**src/rtl/ov7670_capture.sv**
```systemverilog
`timescale 1ns/1ps
// ov7670_capture
// Samples the OV7670 parallel bus in the clk24 domain, assembles two bytes
// per pixel, reduces each pixel to 4-bit grayscale and writes it into the
// shared frame buffer at a linear raster address (0 .. H_PIX*V_PIX-1).
//
// Build option: define CAPTURE_RGB565_EN to treat pixels as RGB565
// (gray = (R5+G6+B5)>>3). Without it the bus is YUYV, Y byte first, and
// gray = Y[7:4].
//
// Ports
//   clk24       in   24 MHz system clock
//   rst_n       in   asynchronous active-low reset
//   cam_pclk    in   camera pixel clock (async, <= 12 MHz)
//   cam_href    in   camera line valid
//   cam_vsync   in   camera frame sync (high between frames)
//   cam_d[7:0]  in   camera data byte
//   wr_addr     out  frame-buffer write address
//   wr_data     out  4-bit grayscale pixel
//   wr_en       out  one-cycle write strobe
//   frame_done  out  one-cycle pulse on leaving an active frame
//   frame_ovf   out  sticky: frame carried more than H_PIX*V_PIX pixels
//   capturing   out  high while the capture FSM is ACTIVE
module ov7670_capture #(
   parameter int H_PIX = 640,
   parameter int V_PIX = 480
) (
   input  logic        clk24,
   input  logic        rst_n,
   input  logic        cam_pclk,
   input  logic        cam_href,
   input  logic        cam_vsync,
   input  logic [7:0]  cam_d,
   output logic [18:0] wr_addr,
   output logic [3:0]  wr_data,
   output logic        wr_en,
   output logic        frame_done,
   output logic        frame_ovf,
   output logic        capturing
);

   localparam logic [18:0] LIMIT = 19'(H_PIX * V_PIX);

   typedef enum logic [1:0] {S_IDLE, S_VSYNC, S_ACTIVE} state_t;

   state_t      r_state, w_state_nxt;

   logic        r_pclk_s1, r_pclk_s2, r_pclk_s3;
   logic        r_href_s1, r_href_s2;
   logic        r_vs_s1,   r_vs_s2,   r_vs_s3;
   logic [7:0]  r_d_s1,    r_d_s2;

   logic        r_phase;
   logic        r_pix_vld;
   logic [7:0]  r_byte0;
`ifdef CAPTURE_RGB565_EN
   logic [7:0]  r_byte1;
   logic [6:0]  w_y;
`endif
   logic [18:0] r_pix_cnt;
   logic [3:0]  w_pix;

   logic        w_pclk_rise, w_vs_rise, w_vs_fall, w_vs_evt;

   // Two-flop synchronisers; pclk and vsync get a third flop for edges.
   always_ff @(posedge clk24 or negedge rst_n) begin
      if (!rst_n) begin
         r_pclk_s1 <= 1'b0; r_pclk_s2 <= 1'b0; r_pclk_s3 <= 1'b0;
         r_href_s1 <= 1'b0; r_href_s2 <= 1'b0;
         r_vs_s1   <= 1'b0; r_vs_s2   <= 1'b0; r_vs_s3   <= 1'b0;
         r_d_s1    <= 8'd0; r_d_s2    <= 8'd0;
      end else begin
         r_pclk_s1 <= cam_pclk;  r_pclk_s2 <= r_pclk_s1; r_pclk_s3 <= r_pclk_s2;
         r_href_s1 <= cam_href;  r_href_s2 <= r_href_s1;
         r_vs_s1   <= cam_vsync; r_vs_s2   <= r_vs_s1;   r_vs_s3   <= r_vs_s2;
         r_d_s1    <= cam_d;     r_d_s2    <= r_d_s1;
      end
   end

   assign w_pclk_rise = r_pclk_s2 & ~r_pclk_s3;
   assign w_vs_rise   = r_vs_s2 & ~r_vs_s3;
   assign w_vs_fall   = ~r_vs_s2 & r_vs_s3;
   assign w_vs_evt    = w_vs_rise | w_vs_fall;

   // Grayscale reduction of the assembled pixel.
`ifdef CAPTURE_RGB565_EN
   assign w_y   = 7'(r_byte0[7:3]) + 7'({r_byte0[2:0], r_byte1[7:5]}) + 7'(r_byte1[4:0]);
   assign w_pix = 4'(w_y >> 3);
`else
   assign w_pix = 4'(r_byte0 >> 4);
`endif

   // Frame FSM: state register.
   always_ff @(posedge clk24 or negedge rst_n) begin
      if (!rst_n) r_state <= S_IDLE;
      else        r_state <= w_state_nxt;
   end

   // Frame FSM: next state. Capture only ever begins on a vsync fall seen
   // after a vsync rise, so a frame already in flight at reset is skipped.
   always_comb begin
      w_state_nxt = r_state;
      case (r_state)
         S_IDLE:   if (w_vs_rise) w_state_nxt = S_VSYNC;
         S_VSYNC:  if (w_vs_fall) w_state_nxt = S_ACTIVE;
         S_ACTIVE: if (w_vs_rise) w_state_nxt = S_VSYNC;
         default:  w_state_nxt = S_IDLE;
      endcase
   end

   // Byte assembly, pixel counting and the registered write port.
   // A completed pixel is flagged in r_pix_vld one cycle before the write
   // strobe so the conversion sees both stable byte registers.
   always_ff @(posedge clk24 or negedge rst_n) begin
      if (!rst_n) begin
         r_phase    <= 1'b0;
         r_pix_vld  <= 1'b0;
         r_byte0    <= 8'd0;
`ifdef CAPTURE_RGB565_EN
         r_byte1    <= 8'd0;
`endif
         r_pix_cnt  <= 19'd0;
         wr_addr    <= 19'd0;
         wr_data    <= 4'd0;
         wr_en      <= 1'b0;
         frame_done <= 1'b0;
         frame_ovf  <= 1'b0;
         capturing  <= 1'b0;
      end else begin
         r_pix_vld  <= 1'b0;
         wr_en      <= 1'b0;
         frame_done <= 1'b0;
         capturing  <= (w_state_nxt == S_ACTIVE);

         if (r_state == S_ACTIVE && w_vs_rise) frame_done <= 1'b1;

         if (r_state == S_VSYNC && w_vs_fall) begin
            r_pix_cnt <= 19'd0;
            frame_ovf <= 1'b0;
            r_phase   <= 1'b0;
         end else begin
            // A vsync edge in the same cycle as a pclk rise drops that byte.
            if (r_state == S_ACTIVE && !w_vs_evt) begin
               if (!r_href_s2) begin
                  r_phase <= 1'b0;
               end else if (w_pclk_rise) begin
                  r_phase <= ~r_phase;
                  if (!r_phase) begin
                     r_byte0 <= r_d_s2;
                  end else begin
`ifdef CAPTURE_RGB565_EN
                     r_byte1 <= r_d_s2;
`endif
                     r_pix_vld <= 1'b1;
                  end
               end
            end

            if (r_pix_vld) begin
               if (r_pix_cnt < LIMIT) begin
                  wr_en     <= 1'b1;
                  wr_addr   <= r_pix_cnt;
                  wr_data   <= w_pix;
                  r_pix_cnt <= r_pix_cnt + 19'd1;
               end else begin
                  // Saturated: drop the pixel, never wrap into address 0.
                  frame_ovf <= 1'b1;
               end
            end
         end
      end
   end

endmodule

```
**config.mk**
```make
export PLATFORM = sky130hd
export DESIGN_NAME = ov7670_capture
export DESIGN_NICKNAME = d
export VERILOG_FILES = /design/src/rtl/ov7670_capture.sv
export SDC_FILE = /design/constraint.sdc
export NUM_CORES = 1
export LEC_CHECK = 0
export ABC_AREA = 0
export ABC_CLOCK_PERIOD_IN_PS = 1500
export BUFFER_PORTS_ARGS = -buffer_cell sky130_fd_sc_hd__buf_4
export CORE_UTILIZATION = 35
export CTS_BUF_LIST = sky130_fd_sc_hd__clkbuf_2
export CTS_CLUSTER_DIAMETER = 120
export CTS_CLUSTER_SIZE = 30
export DETAILED_ROUTE_END_ITERATION = 7
export PLACE_DENSITY = 0.63
export SYNTH_ARGS = -nofsm -noshare
export SYNTH_HDL_FRONTEND = slang
export SYNTH_SLANG_ARGS = --single-unit
```
**constraint.sdc**
```tcl
create_clock -name clk24 -period 1.5 [get_ports clk24]
set_input_delay 0.3 -clock clk24 [delete_from_list [all_inputs] [get_ports clk24]]
set_output_delay 0.3 -clock clk24 [all_outputs]
set_load 0.005 [all_outputs]
```
==> flow_metrics.py <==
metrics = {
    "sta": {
        "slew_viol_final": 0,
        "hold_slack_ns": 0.316,
        "tightest_slew_ns": 0.363,
        "setup_ws_ns": -0.166,
        "fin_crit_sh": 1.11,
        "totalNegativeSetupSlack_ns": -4.93,
        "clock_skew_ns": 0.0208,
        "rsz0062_at_grt": "true",
        "slew-limit-headroom": 0.758,
        "hold_violations": 0,
        "clock.fmax_ghz": 0.600,
        "min_period_ns": 1.67,
        "finalSetupViolCount": 40,
    },
    "pwr": {
        "p_leak_nw": 1.92,
        "internal_power_mw": 2.54,
        "switching_share": 0.265,
        "power_density_nw_per_um2": 861,
        "switching_power_mw": 0.914,
        "pwr-share-clk": 0.316,
        "combPwrFrac": 0.089,
        "ir_drop_v": 0.000559,
        "power_frac_seq": 0.595,
    },
    "critical_path": {
        "crit_top_cell": "buf_4",
        "worstSetupPathDepth": 6,
        "cp-end-kind": "register",
        "cp_slowest_stage_delay_ns": 0.45,
        "ff2ff_path_depth": 6,
        "cp_max_fo": 8,
        "cp.required_ns": 1.95,
        "critical_path_class": "reg2reg",
        "worst-path-buf-inv": 2,
        "crit_family": "compound AO/OA/AOI/OAI gates",
        "slowest_stage": "dfrtp_1",
        "start_kind": "register",
        "cp_cell_sequence": "a21oi_4 > buf_4 > o2111ai_1 > buf_4 > or3_1 > a21oi_1",
        "crit_arrival_ns": 2.12,
    },
    "cells_and_area": {
        "nFillCells": 696,
        "area_growth_syn_to_layout_pct": 42.2,
        "drive_gt1_frac": 0.461,
        "nNetsFinal": 332,
        "n_antenna_cell": 0,
    },
    "synth": {
        "ys_seq_elements": 70,
        "synth_cell_types": 41,
        "synth_warnings": 0,
        "synth_area_leader_cell": "dfrtp_1",
        "yosys-top-cells-count": "70 x dfrtp_1, 23 x mux2_1, 17 x a21oi_1",
        "synthFlopType": "dfrtp_1",
        "synth_area_sq_um": 2820,
        "syn-num-nets": 235,
        "synth_area_leaders": "dfrtp_1 62%, mux2_1 9.2%, a21oi_1 3.0%",
        "yosysTopAreaCellShare": 0.622,
        "synthCells": 219,
        "yosysMostFrequentCell": "dfrtp_1",
        "syn_area_per_cell_sq_um": 12.9,
        "synth_edf_count": 0,
        "ys_async_sr_fraction": 1.00,
        "ys_seq_area_frac": 0.622,
    },
    "floorplan": {
        "die_width_um": 91.7,
        "core_sq_um": 7770,
        "ioPinCount": 40,
        "initial_core_util": 0.363,
        "die_y_um": 91.7,
        "dieArea_sq_um": 8410,
        "num_rows": 32,
    },
    "global_route": {
        "grt_overflow": 0,
        "grt_pass1_wl_um": 9830,
        "first_global_vias": 2111,
        "grtUsageTotal": 0.150,
        "antenna_found_initial": 0,
        "grt_max_degree": 71,
    },
    "cts": {
        "clock_latency_ns": 0.51,
        "clock-sinks": 70,
        "cts_made_buffers": 9,
        "cts_tree": "done",
        "clk_path_buf_depth": 2,
        "clock-root-buffer": "clkbuf_2",
        "htreeDepth": 3,
        "cts.reportedPaths.clkPinSlew_ns": 0.20,
    },
    "routing": {
        "first_iter_violations": 81,
        "vias": 2101,
        "viasPerCell": 4.97,
        "drtAntennaViolNets": 0,
        "drc": 0,
        "wl_per_cell_um": 13.8,
        "drt-pass1-iter-count": 4,
        "routed_wl_um": 5820,
    },
    "place": {
        "hpwl_um": 3560,
        "globalplace.congestion": 0.780,
        "portBuffers": 35,
        "post-place-ws_ns": -0.186,
    },
    "status": {
        "violations": "setup timing",
        "outcome": "complete, but fails checks",
    },
    "hold_path": {
        "hold_path.class": "in2async",
    },
    "run": {
        "max_cap_violations": 0,
    },
}
## stage by stage
| stage | instances | cell area [sq um] | util | power [mW] |
|---|---|---|---|---|
| 6_report | 423 | 4010 | 0.516 | 3.45 |
| 3_5_place_dp | 388 | 3510 | 0.451 | 2.34 |
| 2_1_floorplan | 219 | 2830 | - | 2.19 |
| 5_1_grt | 423 | 4010 | 0.516 | 3.62 |
| 3_3_place_gp | 388 | 3510 | 0.451 | 2.32 |
| 4_1_cts | 421 | 3930 | 0.506 | 3.48 |
## final cells by class
| class | instances | area (sq um) | share of cell area |
|---|---|---|---|
| flip-flops and latches | 70 | 1750 | 0.437 |
| inverters | 7 | 26.3 | 0.00656 |
| repair buffers | 93 | 796 | 0.199 |
| clock inverters | 7 | 75.1 | 0.0187 |
| well taps | 102 | 128 | 0.0319 |
| multi-input cells | 135 | 1180 | 0.296 |
| clock buffers | 9 | 45.0 | 0.0112 |
## registers in the layout, indices dropped and copies added (netlist names)
register,cells
r_pix_cnt,19
wr_addr,19
r_byte0,4
r_d_s1,4
r_d_s2,4
wr_data,4
r_state,2
capturing,1
frame_done,1
frame_ovf,1
r_href_s1,1
r_href_s2,1
r_pclk_s1,1
r_pclk_s2,1
r_pclk_s3,1
r_phase,1
r_pix_vld,1
r_vs_s1,1
r_vs_s2,1
r_vs_s3,1
wr_en,1
## layer usage
metal  global-route usage  up-vias  share of wire
li1                     -      993              -
met1                0.192     1053           0.45
met2                0.242       44           0.49
met3               0.0357       11          0.038
met4               0.0651        0          0.015
met5                    0        -              0
## logic make-up after synthesis
group                      share of synthesized area
DFF                                            0.622
and+or+nand+nor                                0.126
AOI/OAI and AO/OA                              0.103
muxes                                          0.108
buffers and inverters                         0.0253
adders and majority gates                     0.0133
xor gates and xnor gates                     0.00311
## path summary, 6_finish.rpt
kind | endpoint | startpoint | slack, ns
max reg2reg | r_pix_cnt[9]$_DFFE_PN0P_ | r_pix_cnt[12]$_DFFE_PN0P_ | -0.17
min | wr_addr[11]$_DFFE_PN0P_ | rst_n | 0.32
min reg2reg | r_href_s2$_DFF_PN0_ | r_href_s1$_DFF_PN0_ | 0.37
min in group clk24 | r_href_s2$_DFF_PN0_ | r_href_s1$_DFF_PN0_ | 0.37
max | r_pix_cnt[9]$_DFFE_PN0P_ | r_pix_cnt[12]$_DFFE_PN0P_ | -0.17
max in group asynchronous | r_vs_s3$_DFF_PN0_ | rst_n | 0.90
## placed cells by master, fill, tap and decap left out, types with 2 or more instances in the layout
master and count:
buf_6 2, o21a_1 2, dlygate4sd3_1 8, buf_8 2, nand2_1 9, o21ai_0 7, or3_1 8, or4_1 5
ha_4 2, nand4_1 4, nand2b_1 2, clkinv_2 2, clkinv_4 4, and4_1 2, nor2_4 2, and3_4 2
clkbuf_2 9, a21oi_1 16, o31ai_1 6, nand3_2 2, nor2_1 5, inv_1 6, dfrtp_1 70, buf_4 77
mux2_4 27, o21ai_1 6, buf_12 3, nand3_1 5
## power by group through the flow
stage          registers [mW]  logic, mW  clock network (mW)
6_report                 2.05      0.308                1.09
3_5_place_dp             2.07      0.261                   0
3_3_place_gp             2.07      0.253                   0
5_1_grt                  2.06      0.342                1.22
2_1_floorplan            2.06      0.128                   0
4_1_cts                  2.05      0.301                1.14
## worst min-delay path, stage by stage
cell           delay [ns]
dlygate4sd3_1        0.53
buf_4                0.11
buf_12               0.32
## timing repair
item,4_1_cts,5_1_grt
buffers inserted,10,3
resized for setup,35,20
hold buffers,8,0
setup endpoints to repair,43,47
endpoints found under the hold margin,77,0
pin swaps,15,8
cloned,1,1
No activity file was read; power rests on OpenSTA's default activity.
